===== src/rtl/special_step_arbiter_if.sv =====
// Handshake bundle between the step controllers, the arbiter and the shared
// special_step compute unit.
interface special_step_arbiter_if #(
  parameter int NREQ = 4,
  parameter int DW   = 8
);
  logic [NREQ-1:0]    req;
  logic [NREQ*DW-1:0] req_data;
  logic [NREQ-1:0]    ack;
  logic [DW-1:0]      ack_data;
  logic               timeout_err;
  logic               busy;
  logic [2:0]         grant_id;
  logic               unit_enable;
  logic               unit_start;
  logic [DW-1:0]      unit_data_in;
  logic [DW-1:0]      unit_data_out;
  logic               unit_done;

  modport slave (
    input  req, req_data, unit_data_out, unit_done,
    output ack, ack_data, timeout_err, busy, grant_id,
           unit_enable, unit_start, unit_data_in
  );

  modport master (
    output req, req_data, unit_data_out, unit_done,
    input  ack, ack_data, timeout_err, busy, grant_id,
           unit_enable, unit_start, unit_data_in
  );
endinterface


===== src/rtl/special_step_arbiter.sv =====
// Round-robin arbiter sharing one clock-gated special_step unit between NREQ
// step controllers, with a clock-off isolation cycle between grants.
module special_step_arbiter #(
  parameter int NREQ     = 4,
  parameter int DW       = 8,
  parameter int MAX_WAIT = 255
) (
  input  logic                   clk,
  input  logic                   rst_n,
  special_step_arbiter_if.slave  io_arb
);

  typedef enum logic [2:0] {IDLE, GATE_ON, RUN, RESP, COOL} state_t;

  localparam logic [7:0]      MAXW    = 8'(MAX_WAIT);
  localparam logic [2:0]      LAST_ID = 3'(NREQ - 1);
  localparam logic [NREQ-1:0] ONE_HOT = {{(NREQ-1){1'b0}}, 1'b1};

  state_t          r_state;
  logic [2:0]      r_ptr;
  logic [2:0]      r_grant;
  logic [7:0]      r_cnt;
  logic [DW-1:0]   r_op;
  logic [DW-1:0]   r_result;
  logic [NREQ-1:0] r_ack;
  logic            r_timeout_err;
  logic            r_busy;
  logic            r_enable;
  logic            r_start;
  logic [2:0]      w_winner;

  // First requester at or above ptr, wrapping; lower offsets overwrite higher ones.
  function automatic logic [2:0] f_pick(input logic [NREQ-1:0] req, input logic [2:0] ptr);
    int j;
    f_pick = ptr;
    for (int i = NREQ - 1; i >= 0; i--) begin
      j = (int'(ptr) + i) % NREQ;
      if (req[j]) f_pick = 3'(j);
    end
  endfunction

  assign w_winner = f_pick(io_arb.req, r_ptr);

  always_ff @(posedge clk or negedge rst_n) begin
    if (!rst_n) begin
      r_state       <= IDLE;
      r_ptr         <= '0;
      r_grant       <= '0;
      r_cnt         <= '0;
      r_op          <= '0;
      r_result      <= '0;
      r_ack         <= '0;
      r_timeout_err <= 1'b0;
      r_busy        <= 1'b0;
      r_enable      <= 1'b0;
      r_start       <= 1'b0;
    end else begin
      r_ack         <= '0;
      r_timeout_err <= 1'b0;
      case (r_state)
        IDLE: begin
          if (|io_arb.req) begin
            r_state  <= GATE_ON;
            r_grant  <= w_winner;
            r_op     <= io_arb.req_data[w_winner*DW +: DW];
            r_ptr    <= (w_winner == LAST_ID) ? 3'd0 : w_winner + 3'd1;
            r_enable <= 1'b1;
            r_busy   <= 1'b1;
          end
        end
        // Gate enabled one full cycle before start so the unit clock is stable.
        GATE_ON: begin
          r_state <= RUN;
          r_start <= 1'b1;
          r_cnt   <= 8'd1;
        end
        RUN: begin
          if (io_arb.unit_done) begin
            r_state  <= RESP;
            r_start  <= 1'b0;
            r_result <= io_arb.unit_data_out;
            r_ack    <= ONE_HOT << r_grant;
          end else if (r_cnt == MAXW) begin
            r_state       <= RESP;
            r_start       <= 1'b0;
            r_result      <= '0;
            r_ack         <= ONE_HOT << r_grant;
            r_timeout_err <= 1'b1;
          end else begin
            r_cnt <= r_cnt + 8'd1;
          end
        end
        RESP: begin
          r_state  <= COOL;
          r_enable <= 1'b0;
        end
        COOL: begin
          r_state <= IDLE;
          r_busy  <= 1'b0;
        end
        default: r_state <= IDLE;
      endcase
    end
  end

  assign io_arb.ack          = r_ack;
  assign io_arb.ack_data     = (|r_ack) ? r_result : '0;
  assign io_arb.timeout_err  = r_timeout_err;
  assign io_arb.busy         = r_busy;
  assign io_arb.grant_id     = r_grant;
  assign io_arb.unit_enable  = r_enable;
  assign io_arb.unit_start   = r_start;
  assign io_arb.unit_data_in = r_op;

endmodule


===== src/flat_wrapper.sv =====
// flat-port wrapper written by rule: the top's interface ports become plain ports
module special_step_arbiter_flat 
#(
  parameter int NREQ     = 4,
  parameter int DW       = 8,
  parameter int MAX_WAIT = 255
)
  (clk, rst_n, io_arb_req, io_arb_req_data, io_arb_unit_data_out, io_arb_unit_done, io_arb_ack, io_arb_ack_data, io_arb_timeout_err, io_arb_busy, io_arb_grant_id, io_arb_unit_enable, io_arb_unit_start, io_arb_unit_data_in);
  special_step_arbiter_if #(.NREQ(NREQ), .DW(DW)) io_arb_i ();
  input  logic clk;
  input  logic rst_n;
  input wire logic [$bits(io_arb_i.req)-1:0] io_arb_req;
  input wire logic [$bits(io_arb_i.req_data)-1:0] io_arb_req_data;
  input wire logic [$bits(io_arb_i.unit_data_out)-1:0] io_arb_unit_data_out;
  input wire logic [$bits(io_arb_i.unit_done)-1:0] io_arb_unit_done;
  output wire logic [$bits(io_arb_i.ack)-1:0] io_arb_ack;
  output wire logic [$bits(io_arb_i.ack_data)-1:0] io_arb_ack_data;
  output wire logic [$bits(io_arb_i.timeout_err)-1:0] io_arb_timeout_err;
  output wire logic [$bits(io_arb_i.busy)-1:0] io_arb_busy;
  output wire logic [$bits(io_arb_i.grant_id)-1:0] io_arb_grant_id;
  output wire logic [$bits(io_arb_i.unit_enable)-1:0] io_arb_unit_enable;
  output wire logic [$bits(io_arb_i.unit_start)-1:0] io_arb_unit_start;
  output wire logic [$bits(io_arb_i.unit_data_in)-1:0] io_arb_unit_data_in;
  assign io_arb_i.req = io_arb_req;
  assign io_arb_i.req_data = io_arb_req_data;
  assign io_arb_i.unit_data_out = io_arb_unit_data_out;
  assign io_arb_i.unit_done = io_arb_unit_done;
  assign io_arb_ack = io_arb_i.ack;
  assign io_arb_ack_data = io_arb_i.ack_data;
  assign io_arb_timeout_err = io_arb_i.timeout_err;
  assign io_arb_busy = io_arb_i.busy;
  assign io_arb_grant_id = io_arb_i.grant_id;
  assign io_arb_unit_enable = io_arb_i.unit_enable;
  assign io_arb_unit_start = io_arb_i.unit_start;
  assign io_arb_unit_data_in = io_arb_i.unit_data_in;
  special_step_arbiter #(.NREQ(NREQ), .DW(DW), .MAX_WAIT(MAX_WAIT)) u_core (.clk(clk), .rst_n(rst_n), .io_arb(io_arb_i));
endmodule

===== config.mk =====
export PLATFORM = sky130hd
export DESIGN_NAME = special_step_arbiter_flat
export DESIGN_NICKNAME = d
export VERILOG_FILES = /design/src/rtl/special_step_arbiter_if.sv /design/src/rtl/special_step_arbiter.sv /design/src/flat_wrapper.sv
export SDC_FILE = /design/constraint.sdc
export NUM_CORES = 1
export LEC_CHECK = 0
export BUFFER_PORTS_ARGS = -buffer_cell sky130_fd_sc_hd__buf_4
export CORE_UTILIZATION = 52
export DETAILED_ROUTE_END_ITERATION = 7
export PLACE_DENSITY_LB_ADDON = 0.12
export SLEW_MARGIN = 20
export SYNTH_ARGS = -nofsm -noshare
export SYNTH_HDL_FRONTEND = slang
export SYNTH_SLANG_ARGS = --single-unit

===== constraint.sdc =====
create_clock -name clk -period 5 [get_ports clk]
set_clock_uncertainty 0.05 [all_clocks]
set_input_delay 0.5 -clock clk [delete_from_list [all_inputs] [get_ports clk]]
set_output_delay 0.5 -clock clk [all_outputs]
set_load 0.02 [all_outputs]

==> results.yml <==
status:
  run_status: "finished, final reports clean"
finish:
  syn2layout_area_growth_pct: 35.70
  final_core_utilization_pct: 73.27
  numnets_final: 307
  layout-drive-gt1-share_pct: 33.59
  most-common-layout-cells: "74 x buf_4, 40 x dfrtp_1, 20 x nand2_1, 16 x mux2i_1, 14 x nor2_1"
  diodes: 0
  finalInstanceArea_mm2: 0.002683
  layout_commonest_cell: "buf_4"
  nFillCells: 292
timing:
  fmax_ghz: 0.4485
  rsz0062_at_grt: "false"
  slew-limit-headroom_pct: 48.17
  part_of_the_cycle_the_worst_path_needs_pct: 44.60
  finalSetupTns_ns: 0
  final-hold-violation-count: 0
  finalSetupViolCount: 0
  tightestPinTransition_ns: 0.7693
  final.min_clock_period_ns: 2.230
  timing.final.max_slew_violations: 0
clock_network:
  ctsLongestPathBuffers: 2
  clock_latency_ns: 0.29
  ctsHtreeMaxLevel: 2
  cts_made_buffers: 5
  cts.hold.buffers_added: 0
  clk_root_buffer_cell: "clkbuf_8"
  tritoncts_clock_tree: "done"
  cts_num_sinks: 40
  post_cts_buffers: 0
  post_cts_resized: 0
  clkSlewWorstSetupHoldPaths_ns: 0.07
logic_synthesis:
  synth-seq-area-share_pct: 50.63
  synth_cells: 186
  compound_cell_area_share_of_the_yosys_netlist_pct: 14.81
  netlist-cell-type-count: 42
  synthesis.area_mm2: 0.001977
  ys.flop_type: "dfrtp_1"
  mux_cell_area_share_after_synthesis_pct: 8.101
  synth_net_count: 235
  post-synth-top-area-cell: "dfrtp_1"
  yosysTopAreaCellShare_pct: 50.63
  ys_seq_elements: 40
  synth_top_family_by_area: "simple AND/OR/NAND/NOR gates"
  yosys_warnings: 0
  yosys.area_share.simple_pct: 18.29
  number_of_enable_type_register_cells_in_the_synthesized_netlist: 0
  ys_async_sr_fraction_pct: 100.0
  post_synth_xor_area_fraction_pct: 3.101
  avgSynthCellArea_um2: 10.63
  synth_top_cells_by_area: "dfrtp_1 51%, mux2i_1 8.1%, a22o_1 4.4%"
  post_synth_fa_ha_maj_area_fraction_pct: 1.266
floorplanning:
  floorplan.die_area_mm2: 0.004053
  die_h_um: 63.66
  core-area_mm2: 0.003661
  die_width_um: 63.66
  initial_core_util_pct: 54.00
  floorplan.io_pins: 74
  num_rows: 22
worst_setup_path:
  crit_chain: "nor4_2 > nor2b_1 > buf_4"
  depth_of_the_worst_register_to_register_path: 6
  worst_ep_required_time_ns: 4.45
  timing.reg2reg.setup_slack_ns: 2.82
  regToRegEndpoint: "u_core.r_ptr[0]$_DFFE_PN0P_"
  worst_setup_path_end_kind: "output port"
  crit_type: "flip-flop to output port"
  reg2reg_from: "u_core.r_ptr[1]$_DFFE_PN0P_"
  worst_path_max_delay_cell: "nor4_2"
  setup.worst_path.start_class: "flip-flop"
  timing.critical_path.slowest_cell_delay_ns: 0.68
  setup_crit_start: "u_core.io_arb.ack[1]$_DFF_PN0_"
  cp.arrival_ns: 1.68
  worst-path-max-fanout: 8
place:
  detailed_place.area_mm2: 0.002549
  place_hpwl_um: 3025
  gp_congestion: 0.7895
  io_buffer_count: 73
drt:
  vias_per_cell: 5.430
  route.detailed.wl_per_inst_um: 13.98
  vias: 1667
  drt_pre_antenna_iters: 4
  detail_route.iter0.violations: 85
  route.final.wire_length_um: 4293
  drc: 0
  ant_nets: 0
power:
  p_leak_nw: 1.345
  power_mw: 1.449
  power.density_mw_per_mm2: 540.3
  worst_ir_drop_vdd_mv: 0.3377
global_route:
  total_gr_overflow: 0
  track_usage_pct: 23.42
  grt_pass1_vias: 1647
  grt_antenna_before_repair: 0
  grt_max_degree: 41
  grt_first_pass_wirelength_um: 7341
worst_hold_path:
  min_path_type: "input pin to asynchronous set/reset pin"
flow_run:
  max-cap-violations: 0
## cells in the mapped netlist, drive strengths merged (2+ instances only)
cell type	instances
dfrtp	40
nand2	20
mux2i	16
nor2	14
a22o	10
nor2b	8
o221ai	8
a21oi	7
buf	7
nand2b	6
o21ai	6
inv	5
xor2	4
and2	3
nor4b	3
xnor2	3
a21boi	2
clkbuf	2
ha	2
nand3	2
nor4	2
o31ai	2
or2	2
## kinds of logic after synthesis
| family | after synthesis |
|---|---|
| compound gates | 40 |
| mux | 16 |
| fa+ha+maj | 2 |
| buf+inv | 14 |
| xor+xnor | 7 |
| simple gates | 67 |
| flops | 40 |
## report_power, final
part           total (mW)  internal [mW]  switching [mW]
combinational       0.633          0.293           0.340
sequential          0.532          0.438          0.0936
clock               0.285          0.176           0.109
## layer usage
| layer | GRT usage (%) | up-vias | wire [µm] |
|---|---|---|---|
| li1 | - | 809 | - |
| met5 | 0 | - | 0 |
| met3 | 6.341 | 6 | 247 |
| met1 | 28.44 | 796 | 1876 |
| met4 | 5.114 | 0 | 36 |
| met2 | 41.09 | 56 | 2132 |
## per-stage QoR
stage	hold WS, ns	cells	setup slack, ns
6_report	0.1225	307	2.770
5_1_grt	0.1627	307	2.610
4_1_cts	0.1468	307	2.556
3_5_place_dp	0.4280	299	2.502
3_3_place_gp	0.4232	299	2.553
2_1_floorplan	0.1544	186	3.007
## final cells by class
cell class	count	area [µm²]	share of cell area, %
clock buffers	7	96.34	3.591
clock inverters	1	30.03	1.119
inverters	5	18.77	0.6996
multi-input cells	132	920.9	34.33
flip-flops and latches	40	1001	37.31
well taps	48	60.06	2.239
repair buffers	74	555.5	20.71
## state kept, by name (all words and copies together), names as in the netlist
name,cells
u_core.r_ptr,2
u_core.io_arb.ack,4
u_core.io_arb.unit_data_in,8
u_core.io_arb.unit_enable,1
u_core.io_arb.timeout_err,1
u_core.r_cnt,8
u_core.r_result,8
u_core.io_arb.busy,1
u_core.io_arb.grant_id,3
u_core.io_arb.unit_start,1
u_core.r_state,3
## worst max-delay path by stage
stage                                              to  cells past startpoint
after floorplan                    io_arb_ack_data[0]                      2
after global placement    u_core.r_ptr[1]$_DFFE_PN0P_                      8
after detailed placement  u_core.r_ptr[0]$_DFFE_PN0P_                      7
after CTS                 u_core.r_ptr[0]$_DFFE_PN0P_                      6
after global routing               io_arb_ack_data[2]                      3
final                              io_arb_ack_data[2]                      3
## worst max-delay path: cells and delay by family, from the launching register on
family	cells	cell delay, ns
flip-flops	1	0.39
buffers and inverters	1	0.19
AND/OR/NAND/NOR	2	0.81
No activity file was read; power rests on OpenSTA's default activity.
